<file path="src/rtl/fft_helpers_stream_bit_reverse.sv">
// Ping-pong reorder buffer: fills one bank in natural order while the other
// drains in bit-reversed (or natural) index order, one sample per cycle.
module fft_helpers_stream_bit_reverse #(
  parameter int BIT_WIDTH = 32,
  parameter int N_SAMPLES = 8
) (
  input  logic                         clk,
  input  logic                         reset_n,
  input  logic [BIT_WIDTH-1:0]         recv_msg,
  input  logic                         recv_val,
  output logic                         recv_rdy,
  input  logic                         recv_rev,
  output logic [BIT_WIDTH-1:0]         send_msg,
  output logic                         send_val,
  input  logic                         send_rdy,
  output logic                         send_last,
  output logic [$clog2(N_SAMPLES)-1:0] send_idx
);

  localparam int IW = $clog2(N_SAMPLES);
  localparam logic [IW-1:0] IDX_LAST = IW'(N_SAMPLES - 1);

  if (N_SAMPLES < 2 || (N_SAMPLES & (N_SAMPLES - 1)) != 0) begin : g_bad_n
    $error("N_SAMPLES must be a power of two >= 2");
  end

  logic [BIT_WIDTH-1:0] mem_q [2][N_SAMPLES];

  logic [1:0]    full_q, full_d;
  logic [1:0]    mode_q, mode_d;
  logic          wr_bank_q, wr_bank_d;
  logic          rd_bank_q, rd_bank_d;
  logic [IW-1:0] wr_idx_q, wr_idx_d;
  logic [IW-1:0] rd_idx_q, rd_idx_d;

  logic wr_fire, rd_fire, wr_end, rd_end;

  function automatic logic [IW-1:0] bit_rev(input logic [IW-1:0] a);
    logic [IW-1:0] r;
    for (int i = 0; i < IW; i++) r[i] = a[IW-1-i];
    return r;
  endfunction

  assign recv_rdy  = !full_q[wr_bank_q];
  assign send_val  = full_q[rd_bank_q];
  assign send_idx  = mode_q[rd_bank_q] ? bit_rev(rd_idx_q) : rd_idx_q;
  assign send_msg  = mem_q[rd_bank_q][send_idx];
  assign send_last = send_val && (rd_idx_q == IDX_LAST);

  assign wr_fire = recv_val && recv_rdy;
  assign rd_fire = send_val && send_rdy;
  assign wr_end  = wr_fire && (wr_idx_q == IDX_LAST);
  assign rd_end  = rd_fire && (rd_idx_q == IDX_LAST);

  // Writer and reader always own different banks, so both updates may land.
  always_comb begin
    full_d    = full_q;
    mode_d    = mode_q;
    wr_bank_d = wr_bank_q;
    rd_bank_d = rd_bank_q;
    wr_idx_d  = wr_idx_q;
    rd_idx_d  = rd_idx_q;
    if (wr_fire) begin
      wr_idx_d = wr_idx_q + 1'b1;
      if (wr_idx_q == '0) mode_d[wr_bank_q] = recv_rev;
      if (wr_end) begin
        full_d[wr_bank_q] = 1'b1;
        wr_bank_d         = !wr_bank_q;
        wr_idx_d          = '0;
      end
    end
    if (rd_fire) begin
      rd_idx_d = rd_idx_q + 1'b1;
      if (rd_end) begin
        full_d[rd_bank_q] = 1'b0;
        rd_bank_d         = !rd_bank_q;
        rd_idx_d          = '0;
      end
    end
  end

  always_ff @(posedge clk or negedge reset_n) begin
    if (!reset_n) begin
      full_q    <= '0;
      mode_q    <= '0;
      wr_bank_q <= 1'b0;
      rd_bank_q <= 1'b0;
      wr_idx_q  <= '0;
      rd_idx_q  <= '0;
    end else begin
      full_q    <= full_d;
      mode_q    <= mode_d;
      wr_bank_q <= wr_bank_d;
      rd_bank_q <= rd_bank_d;
      wr_idx_q  <= wr_idx_d;
      rd_idx_q  <= rd_idx_d;
    end
  end

  always_ff @(posedge clk) begin
    if (wr_fire) mem_q[wr_bank_q][wr_idx_q] <= recv_msg;
  end

endmodule

</file>
<file path="config.mk">
export PLATFORM = sky130hd
export DESIGN_NAME = fft_helpers_stream_bit_reverse
export DESIGN_NICKNAME = d
export VERILOG_FILES = /design/src/rtl/fft_helpers_stream_bit_reverse.sv
export SDC_FILE = /design/constraint.sdc
export NUM_CORES = 1
export LEC_CHECK = 0
export BUFFER_PORTS_ARGS = -buffer_cell sky130_fd_sc_hd__buf_2
export CORE_ASPECT_RATIO = 0.75
export CORE_MARGIN = 10
export CORE_UTILIZATION = 40
export DETAILED_ROUTE_END_ITERATION = 12
export GPL_TIMING_DRIVEN = 0
export PLACE_DENSITY_LB_ADDON = 0.12
export SYNTH_ARGS = -nofsm -noshare
export SYNTH_HDL_FRONTEND = slang
export SYNTH_SLANG_ARGS = --single-unit
</file>
<file path="constraint.sdc">
create_clock -name clk -period 11.55 [get_ports clk]
set_input_delay 1.155 -clock clk [delete_from_list [all_inputs] [get_ports clk]]
set_output_delay 1.155 -clock clk [all_outputs]
set_load 0.05 [all_outputs]
</file>
==> results.yml, run 1 <==
power:
  irDropWorstVdd_v: 0.000224
  leakagePower_nw: 8.01
  power.density_nw_per_um2: 282
  total_power_mw: 7.07
synthesis:
  synth.area.top_cells: "edfxtp_1, mux2i_1, mux2_2"
  synth_seq_cells: 524
  synth_area_um2: 21600
  syn_inst: 1301
  synth_top_cell_by_area: "edfxtp_1"
  syn_nets: 1343
  synth_cell_types: 40
  syn_area_per_cell_um2: 16.6
  postSynth.asyncResetShare: 0.0229
  synth_edf_count: 512
  synth_common_cells: "edfxtp_1, mux2i_1, mux2_2, a22oi_1, o211ai_1"
  yosysSeqAreaShare: 0.727
  yosysTopAreaCellShare: 0.713
  synthFlopType: "edfxtp_1"
  synth_warnings: 0
  synth_most_common_cell: "edfxtp_1"
worst_setup_path:
  arrival_ps: 4480
  reg2reg_from: "wr_bank_q$_DFFE_PN0P_"
  path_max_fanout: 10
  cp.required_ps: 10400
  ff2ff_setup_slack_ps: 8680
  start_kind: "flop"
  rr_worst_depth: 7
  rr_endpoint: "mem_q[0][211]$_DFFE_PP_"
  crit_type: "reg -> out"
  cp-end-kind: "primary output"
status:
  status: "complete, no violations"
clock_network:
  cts_hold_buf: 0
  clk-insertion-delay-late_ps: 600
  clk_path_buf_depth: 3
  cts-root-buf: "clkbuf_16"
  post_cts.repair.setup_buffers: 0
  h-tree-depth: 2
  numCtsBuffers: 52
  post_cts_resized: 0
  path_clk_slew_ps: 60
  cts_tree: "done"
  cts_num_sinks: 524
detailed_routing:
  antenna_left: 0
  firstDrtPassIters: 7
  drt_iter0_markers: 960
  via_per_inst: 5.60
  drcViolationCount: 0
  vias: 12372
  totalWireLength_um: 57700
  routedWlPerCell_um: 26.1
global_route:
  grt_antenna_before_repair: 0
  grt_pass1_vias: 12495
  grt_max_degree: 22
  grt_overflow: 0
  grt_pass1_wl_um: 84300
  grt.total_usage: 0.178
placed_design:
  routabilityCongestion: 0.744
  dp_hpwl_um: 39200
  dpl_worst_slack_ps: 6460
  placed_area_um2: 23400
  place_inst: 2112
  portBuffers: 74
floorplanning:
  initial_core_util: 0.406
  die_x_um: 288
  die_area_um2: 63700
  rows: 73
  ios: 75
  dieHeight_um: 221
  core_um2: 53200
cells_and_area:
  num_antenna_cells: 0
  drive_gt1_frac: 0.194
  areaGrowthSynthToFinish_pct: 16.3
  finalNonFillerCells: 2208
  postLayoutCellArea_um2: 25100
  fin_nets: 1496
timing:
  tightest_slew_ps: 1170
  finalMaxSlewViolations: 0
  rsz0062_at_grt: "false"
  max-slew-margin-rel: 0.218
  timing.final.ws_setup_ps: 5920
  period_minus_slack_ps: 5630
  setup_viol: 0
  finalSetupTns_ps: 0
  min_period_over_period: 0.487
  skew_ps: 11.0
  finalHoldViolations: 0
  fmax_mhz: 178
hold_path:
  hold_path.class: "in -> async"
job:
  cap_violations: 0
critical path, stage by stage (launching register included):
cell      delay, ps
dfrtp_1         330
buf_6           140
mux2i_4         560
mux2i_1         870
clkbuf_1        590
clkbuf_1        680
o221ai_1        200
nand4_1         200
buf_2           290
final cells by class:
cell class	count	area [um^2]
clock buffer	60	1350
fill	4611	28100
timing repair buffer	99	813
buffer	94	425
clock inverter	36	342
tap	712	891
multi-input combinational	680	5570
inverter	3	13.8
sequential	524	15700
logic make-up after synthesis:
logic type,Yosys count,synth area share
xor+xnor,1,0.000406
simple gates,176,0.0456
compound gates,262,0.0849
fa+ha+maj,5,0.00290
flops,524,0.727
buf+inv,97,0.0204
mux,236,0.119
placed cells by master, fill, tap and decap left out, types with 15 or more instances in the layout:
master / Yosys / final
a211oi_1: 30 / 30
a21oi_1: 33 / 33
a22oi_1: 61 / 61
buf_1: 15 / 15
buf_2: 19 / 93
clkbuf_1: 53 / 60
clkbuf_16: 0 / 53
clkinv_1: 0 / 19
edfxtp_1: 512 / 512
mux2_2: 68 / 68
mux2i_1: 158 / 158
nand4_1: 30 / 30
nor2b_1: 34 / 34
nor3_1: 36 / 32
o211ai_1: 61 / 61
o21ai_0: 37 / 37
o221ai_1: 31 / 31
or3_1: 31 / 31
sequential cells by signal, summed over array words and instances (netlist names):
register   count
mem_q        512
rd_idx_q       3
rd_bank_q      1
wr_idx_q       3
wr_bank_q      1
mode_q         2
full_q         2
how the worst max path moves through the flow:
stage | slack [ps] | startpoint | endpoint
3_3_place_gp | 4640 | recv_val | mem_q[0][206]$_DFFE_PP_
6_report | 5920 | rd_bank_q$_DFFE_PN0P_ | send_msg[16]
5_1_grt | 5650 | rd_bank_q$_DFFE_PN0P_ | send_msg[17]
4_1_cts | 5810 | rd_bank_q$_DFFE_PN0P_ | send_msg[15]
3_5_place_dp | 6460 | rd_bank_q$_DFFE_PN0P_ | send_msg[15]
2_1_floorplan | 7010 | wr_bank_q$_DFFE_PN0P_ | mem_q[0][192]$_DFFE_PP_
layer usage:
| metal | GRT usage | up-vias | routed length (um) |
|---|---|---|---|
| li1 | - | 5594 | - |
| met2 | 0.271 | 341 | 26000 |
| met1 | 0.262 | 6364 | 27300 |
| met5 | 0 | - | 0 |
| met3 | 0.0292 | 73 | 3250 |
| met4 | 0.0455 | 0 | 1180 |
where the power goes:
part / internal, mW / leakage, nW / switching, mW
clock network: 0.990 / 0.814 / 0.712
logic: 0.893 / 2.43 / 2.17
registers: 2.25 / 4.77 / 0.0544
per-stage QoR:
stage	hold slack [ps]	utilization
after floorplan	509	-
after global placement	546	0.430
after detailed placement	560	0.440
after CTS	411	0.472
after global routing	439	0.472
final	437	0.472
Note: power is estimated with default switching activity, not from simulation.
==> inputs of run 2 (changes only) <==
clock period = 5.85 ns   (was 11.55 ns; I/O delays follow)
==> run 2 against run 1 <==
Count of clock-buffer cells in the layout is the same; design area barely moved; non-clock buffer count up 1; utilization is essentially flat; routed wire length hardly changed; global-route usage is the same; clock skew is essentially flat.
==> results.yml, run 2 (synthesis gave the netlist of run 1 again) <==
power:
  switching_share: 0.415
  pwr-share-comb: 0.433
  leakagePower_nw: 8.02
  p_int_mw: 8.16
  power.density_nw_per_um2: 556
  switchingPower_mw: 5.80
  pwr-share-clk: 0.241
  p_seq_frac: 0.326
  irDropWorstVdd_v: 0.000443
timing:
  setup_viol: 0
  finalSetupTns_ps: 0
  skew_ps: 11.0
  rsz0062_at_grt: "false"
  period_minus_slack_ps: 5030
  max-slew-margin-rel: 0.218
  finalMaxSlewViolations: 0
  finalHoldViolations: 0
  min_period_over_period: 0.859
  fmax_mhz: 199
  timing.hold.ws_ps: 246
  tightest_slew_ps: 1170
placed_design:
  dp_hpwl_um: 39200
  portBuffers: 74
  placed_area_um2: 23400
  routabilityCongestion: 0.744
worst_setup_path:
  crit_chain: "buf_6 > mux2i_4 > mux2i_1 > clkbuf_1 > clkbuf_1 > o221ai_1 > nand4_1 > buf_2"
  cp-end-kind: "primary output"
  cp_slowest_cell: "mux2i_1"
  reg2reg_from: "wr_bank_q$_DFFE_PN0P_"
  arrival_ps: 4440
  start_kind: "flop"
  setup.worst_path.start: "rd_bank_q$_DFFE_PN0P_"
  crit_type: "reg -> out"
  cp.required_ps: 5270
  cp_common_cell: "clkbuf_1"
  max_stage_delay_ps: 850
  path_max_fanout: 10
cells_and_area:
  num_antenna_cells: 0
  final_common_cell: "edfxtp_1"
  layout_common_cells: "edfxtp_1, mux2i_1, buf_2, mux2_2"
  postLayoutCellArea_um2: 25100
  areaGrowthSynthToFinish_pct: 16.3
  top_register: "mem_q"
  largest_reg_flops: 512
  fin_nets: 1497
  drive_gt1_frac: 0.194
  reg.largest.list: "mem_q (512), rd_idx_q (3), wr_idx_q (3)"
global_route:
  grt_pass1_wl_um: 84400
  grt_pass1_vias: 12505
  grt_antenna_before_repair: 0
  grt.total_usage: 0.178
  grt_overflow: 0
  grt_max_degree: 22
detailed_routing:
  routedWlPerCell_um: 26.1
  via_per_inst: 5.59
  antenna_left: 0
  firstDrtPassIters: 5
  totalWireLength_um: 57700
  vias: 12345
  drcViolationCount: 0
  drt_iter0_markers: 1012
floorplanning:
  ios: 75
  rows: 73
  dieHeight_um: 221
  die_x_um: 288
  core_um2: 53200
  die_area_um2: 63700
  initial_core_util: 0.406
clock_network:
  numCtsBuffers: 52
  post_cts_resized: 0
  clk-insertion-delay-late_ps: 600
  h-tree-depth: 2
  cts_tree: "done"
  cts_num_sinks: 524
  post_cts.repair.setup_buffers: 0
  cts-root-buf: "clkbuf_16"
  path_clk_slew_ps: 60
  cts_hold_buf: 1
  clk_path_buf_depth: 3
hold_path:
  hold_path.class: "in -> reg"
  min_from: "recv_rev"
status:
  status: "complete, no violations"
job:
  cap_violations: 0
==> run 2: cell count changes in the layout (fill, tap and decap cells not counted) <==
cell	before	now
dlygate4sd3_1	0	1
==> run 2: metrics by stage <==
| step | utilization | worst slack [ps] | instances | power (mW) |
|---|---|---|---|---|
| finish | 0.472 | 823 | 2209 | 14.0 |
| global route | 0.472 | 522 | 2209 | 14.6 |
| CTS | 0.472 | 685 | 2209 | 14.1 |
| detailed placement | 0.440 | 1330 | 2112 | 10.7 |
| global placement | 0.430 | -530 | 2087 | 10.6 |
| floorplan | - | 1310 | 1301 | 8.67 |
==> run 2: final cells by class <==
cell class                      instances  area [um^2]
Clock inverter                         36          342
Clock buffer                           60         1350
Timing Repair Buffer                  100          823
Buffer                                 94          425
Tap cell                              712          891
Multi-Input combinational cell        680         5570
Sequential cell                       524        15700
Fill cell                            4611        28100
Inverter                                3         13.8
==> run 2: power groups by stage <==
stage	Sequential, mW	Clock [mW]	Combinational (mW)
floorplan	4.62	0	4.06
global placement	4.66	0	5.94
detailed placement	4.63	0	6.10
CTS	4.55	3.44	6.12
global route	4.58	3.57	6.46
finish	4.55	3.36	6.04
==> run 2: path summary, 6_finish.rpt <==
path,end,slack [ps],cells past startpoint
max in group asynchronous,rd_bank_q$_DFFE_PN0P_,5220,2
max,send_msg[16],820,8
min in group asynchronous,rd_idx_q[1]$_DFFE_PN0P_,400,2
min reg2reg,full_q[0]$_DFF_PN0_,580,2
max reg2reg,mem_q[0][211]$_DFFE_PP_,2990,7
min,mode_q[0]$_DFFE_PN0P_,250,2
==> run 2: per-layer routing <==
layer	vias up	part of all wire	GRT usage
met2	341	0.45	0.271
met3	74	0.060	0.0292
li1	5596	-	-
met4	0	0.020	0.0455
met1	6334	0.47	0.262
met5	-	0	0
==> run 2: worst max-delay path, delay by kind of cell, from the launching register on <==
family / cells / cell delay [ps]
DFF: 1 / 330
muxes: 2 / 1400
AOI/OAI and AO/OA: 1 / 200
buffers and inverters: 4 / 1690
and+or+nand+nor: 1 / 200
==> inputs of run 3 (changes only) <==
ABC_AREA = 1   (was unset)
==> run 3 against run 2 <==
Combinational power grew 9.6%; flip-flop and latch count is the same; clock power shrank 4%; synthesized cell count grew 65%; critical path depth is the same; register-to-register slack gained 70 ps; cell count grew 42%; clock skew grew 5.0 ps; maximum frequency grew 31%; count of clock-buffer cells in the layout grew 10; sequential power shrank 2%; utilization shrank 0.091 points; critical endpoint is now send_msg[23].
==> results.yml, run 3 <==
timing:
  max-slew-margin-rel: 0.340
  min_period_over_period: 0.654
  period_minus_slack_ps: 3830
  tightest_slew_ps: 984
  skew_ps: 16.1
  finalMaxSlewViolations: 0
  finalHoldViolations: 0
  rsz0062_at_grt: "false"
  finalSetupTns_ps: 0
  setup_viol: 0
  fmax_mhz: 261
worst_setup_path:
  rr_endpoint: "mem_q[0][207]$_DFFE_PP_"
  reg2reg_from: "wr_bank_q$_DFFE_PN0P_"
  rr_worst_depth: 7
  start_kind: "flop"
  ff2ff_setup_slack_ps: 3060
  cp-end-kind: "primary output"
  path_max_fanout: 10
  crit_type: "reg -> out"
  arrival_ps: 3240
  cp.required_ps: 5270
detailed_routing:
  drcViolationCount: 0
  antenna_left: 0
  routedWlPerCell_um: 21.9
  totalWireLength_um: 68900
  firstDrtPassIters: 6
  via_per_inst: 5.06
  vias: 15889
  drt_iter0_markers: 1488
synthesis:
  synth_common_cells: "nand2_1, edfxtp_1, nand3_1, inv_1, nor2_1"
  synth_area_um2: 23000
  synth_seq_cells: 524
  yosysSeqAreaShare: 0.682
  synth_cell_types: 27
  synth_most_common_cell: "nand2_1"
  synth_top_cell_by_area: "edfxtp_1"
  synthFlopType: "edfxtp_1"
  syn_area_per_cell_um2: 10.7
  yosysTopAreaCellShare: 0.669
  synth_edf_count: 512
  postSynth.asyncResetShare: 0.0229
  syn_nets: 2195
  syn_inst: 2153
  synth_warnings: 0
  synth.area.top_cells: "edfxtp_1, nand2_1, nand3_1"
cells_and_area:
  postLayoutCellArea_um2: 26600
  regArea_um2: 15700
  num_antenna_cells: 0
  multi_input_area_um2: 5940
  final_common_cell: "nand2_1"
  fin_nets: 2372
  layout_common_cells: "nand2_1, edfxtp_1, nand3_1, inv_1, nor2_1"
  areaGrowthSynthToFinish_pct: 15.6
  drive_gt1_frac: 0.129
  finalNonFillerCells: 3142
  largest_reg_flops: 512
  nFillCells: 5191
  final_util: 0.471
  reg.largest.list: "mem_q (512), rd_idx_q (3), wr_idx_q (3)"
  top_register: "mem_q"
placed_design:
  portBuffers: 74
  dp_hpwl_um: 47300
  place_inst: 3043
  routabilityCongestion: 0.800
  placed_area_um2: 25000
floorplanning:
  die_x_um: 297
  ios: 75
  dieHeight_um: 228
  initial_core_util: 0.407
  rows: 75
  core_um2: 56400
  die_area_um2: 67500
hold_path:
  holdPathEnd: "mode_q[0]$_DFFE_PN0P_"
  hold_path.class: "in -> reg"
  hold_depth: 3
  min_from: "recv_rev"
clock_network:
  cts_tree: "done"
  cts-root-buf: "clkbuf_16"
  h-tree-depth: 2
  cts_num_sinks: 524
  post_cts_resized: 0
  path_clk_slew_ps: 60
  clk-insertion-delay-late_ps: 610
  numCtsBuffers: 54
  clk_path_buf_depth: 3
power:
  total_power_mw: 14.3
  leakagePower_nw: 10.9
  power.density_nw_per_um2: 538
  irDropWorstVdd_v: 0.000325
global_route:
  grt.total_usage: 0.200
  grt_pass1_wl_um: 101000
  grt_antenna_before_repair: 0
  grt_max_degree: 19
  grt_overflow: 0
  grt_pass1_vias: 15033
job:
  cap_violations: 0
status:
  status: "complete, no violations"
[run 3: cell count changes in the layout (fill, tap and decap cells not counted), sizes merged, moves of 31 or more]
cell,previous run,this run
a21boi,0,96
o211ai,61,0
a22oi,61,0
mux2,68,0
inv,3,214
o221ai,31,0
nor2b,34,0
mux2i,160,0
or3,31,0
nor2,16,203
nand2,13,599
buf,140,217
nand3,3,296
and2,4,64
[run 3: kinds of logic after synthesis]
kind of cell	after synthesis	share of synthesized area
compound gates	109	0.0345
flops	524	0.682
buf+inv	337	0.0632
simple gates	1176	0.217
xor+xnor	2	0.000763
fa+ha+maj	5	0.00272
[run 3: worst max-delay path, cell delays in order (launching register included)]
cell and delay (ps):
dfrtp_1 500, inv_1 120, clkbuf_1 580, buf_1 630
nand3_1 230, nand2_1 110, nand2_1 60, nand2_1 110
buf_2 280
[run 3: how the worst max path moves through the flow]
stage	endpoint	startpoint	cells past startpoint
finish	send_msg[23]	rd_idx_q[1]$_DFFE_PN0P_	8
global route	send_msg[23]	rd_idx_q[1]$_DFFE_PN0P_	8
CTS	send_msg[23]	rd_idx_q[1]$_DFFE_PN0P_	8
detailed placement	send_msg[23]	rd_idx_q[1]$_DFFE_PN0P_	8
global placement	mem_q[0][240]$_DFFE_PP_	wr_bank_q$_DFFE_PN0P_	5
floorplan	mem_q[0][160]$_DFFE_PP_	wr_bank_q$_DFFE_PN0P_	5
[run 3: final cells by class]
class / count / area share
Multi-Input combinational cell: 1292 / 0.224
Timing Repair Buffer: 121 / 0.0357
Tap cell: 770 / 0.0363
Clock buffer: 70 / 0.0539
Clock inverter: 28 / 0.00593
Inverter: 213 / 0.0301
Sequential cell: 524 / 0.590
Buffer: 124 / 0.0246
[run 3: where the power goes]
group / switching (mW) / internal (mW)
Sequential: 0.0738 / 4.38
Combinational: 4.97 / 1.64
Clock: 1.46 / 1.76
Total: 6.51 / 7.78
[run 3: routing by layer]
metal  vias up  routed length, um  global-route usage
met5         -                  0                   0
met4         0               1620              0.0582
li1       7497                  -                   -
met1      7719              32300               0.289
met3       102               4850              0.0329
met2       571              30100               0.308
[run 3: what timing repair did]
item,in CTS,in global routing
hold buffers,1,0
setup buffers,0,0
hold endpoints to repair,12,0
[run 3: metrics by stage]
stage	hold slack (ps)	setup WS, ps
after floorplan	289	909
after global placement	480	-839
after detailed placement	484	2660
after CTS	263	2010
after global routing	316	1880
final	283	2020
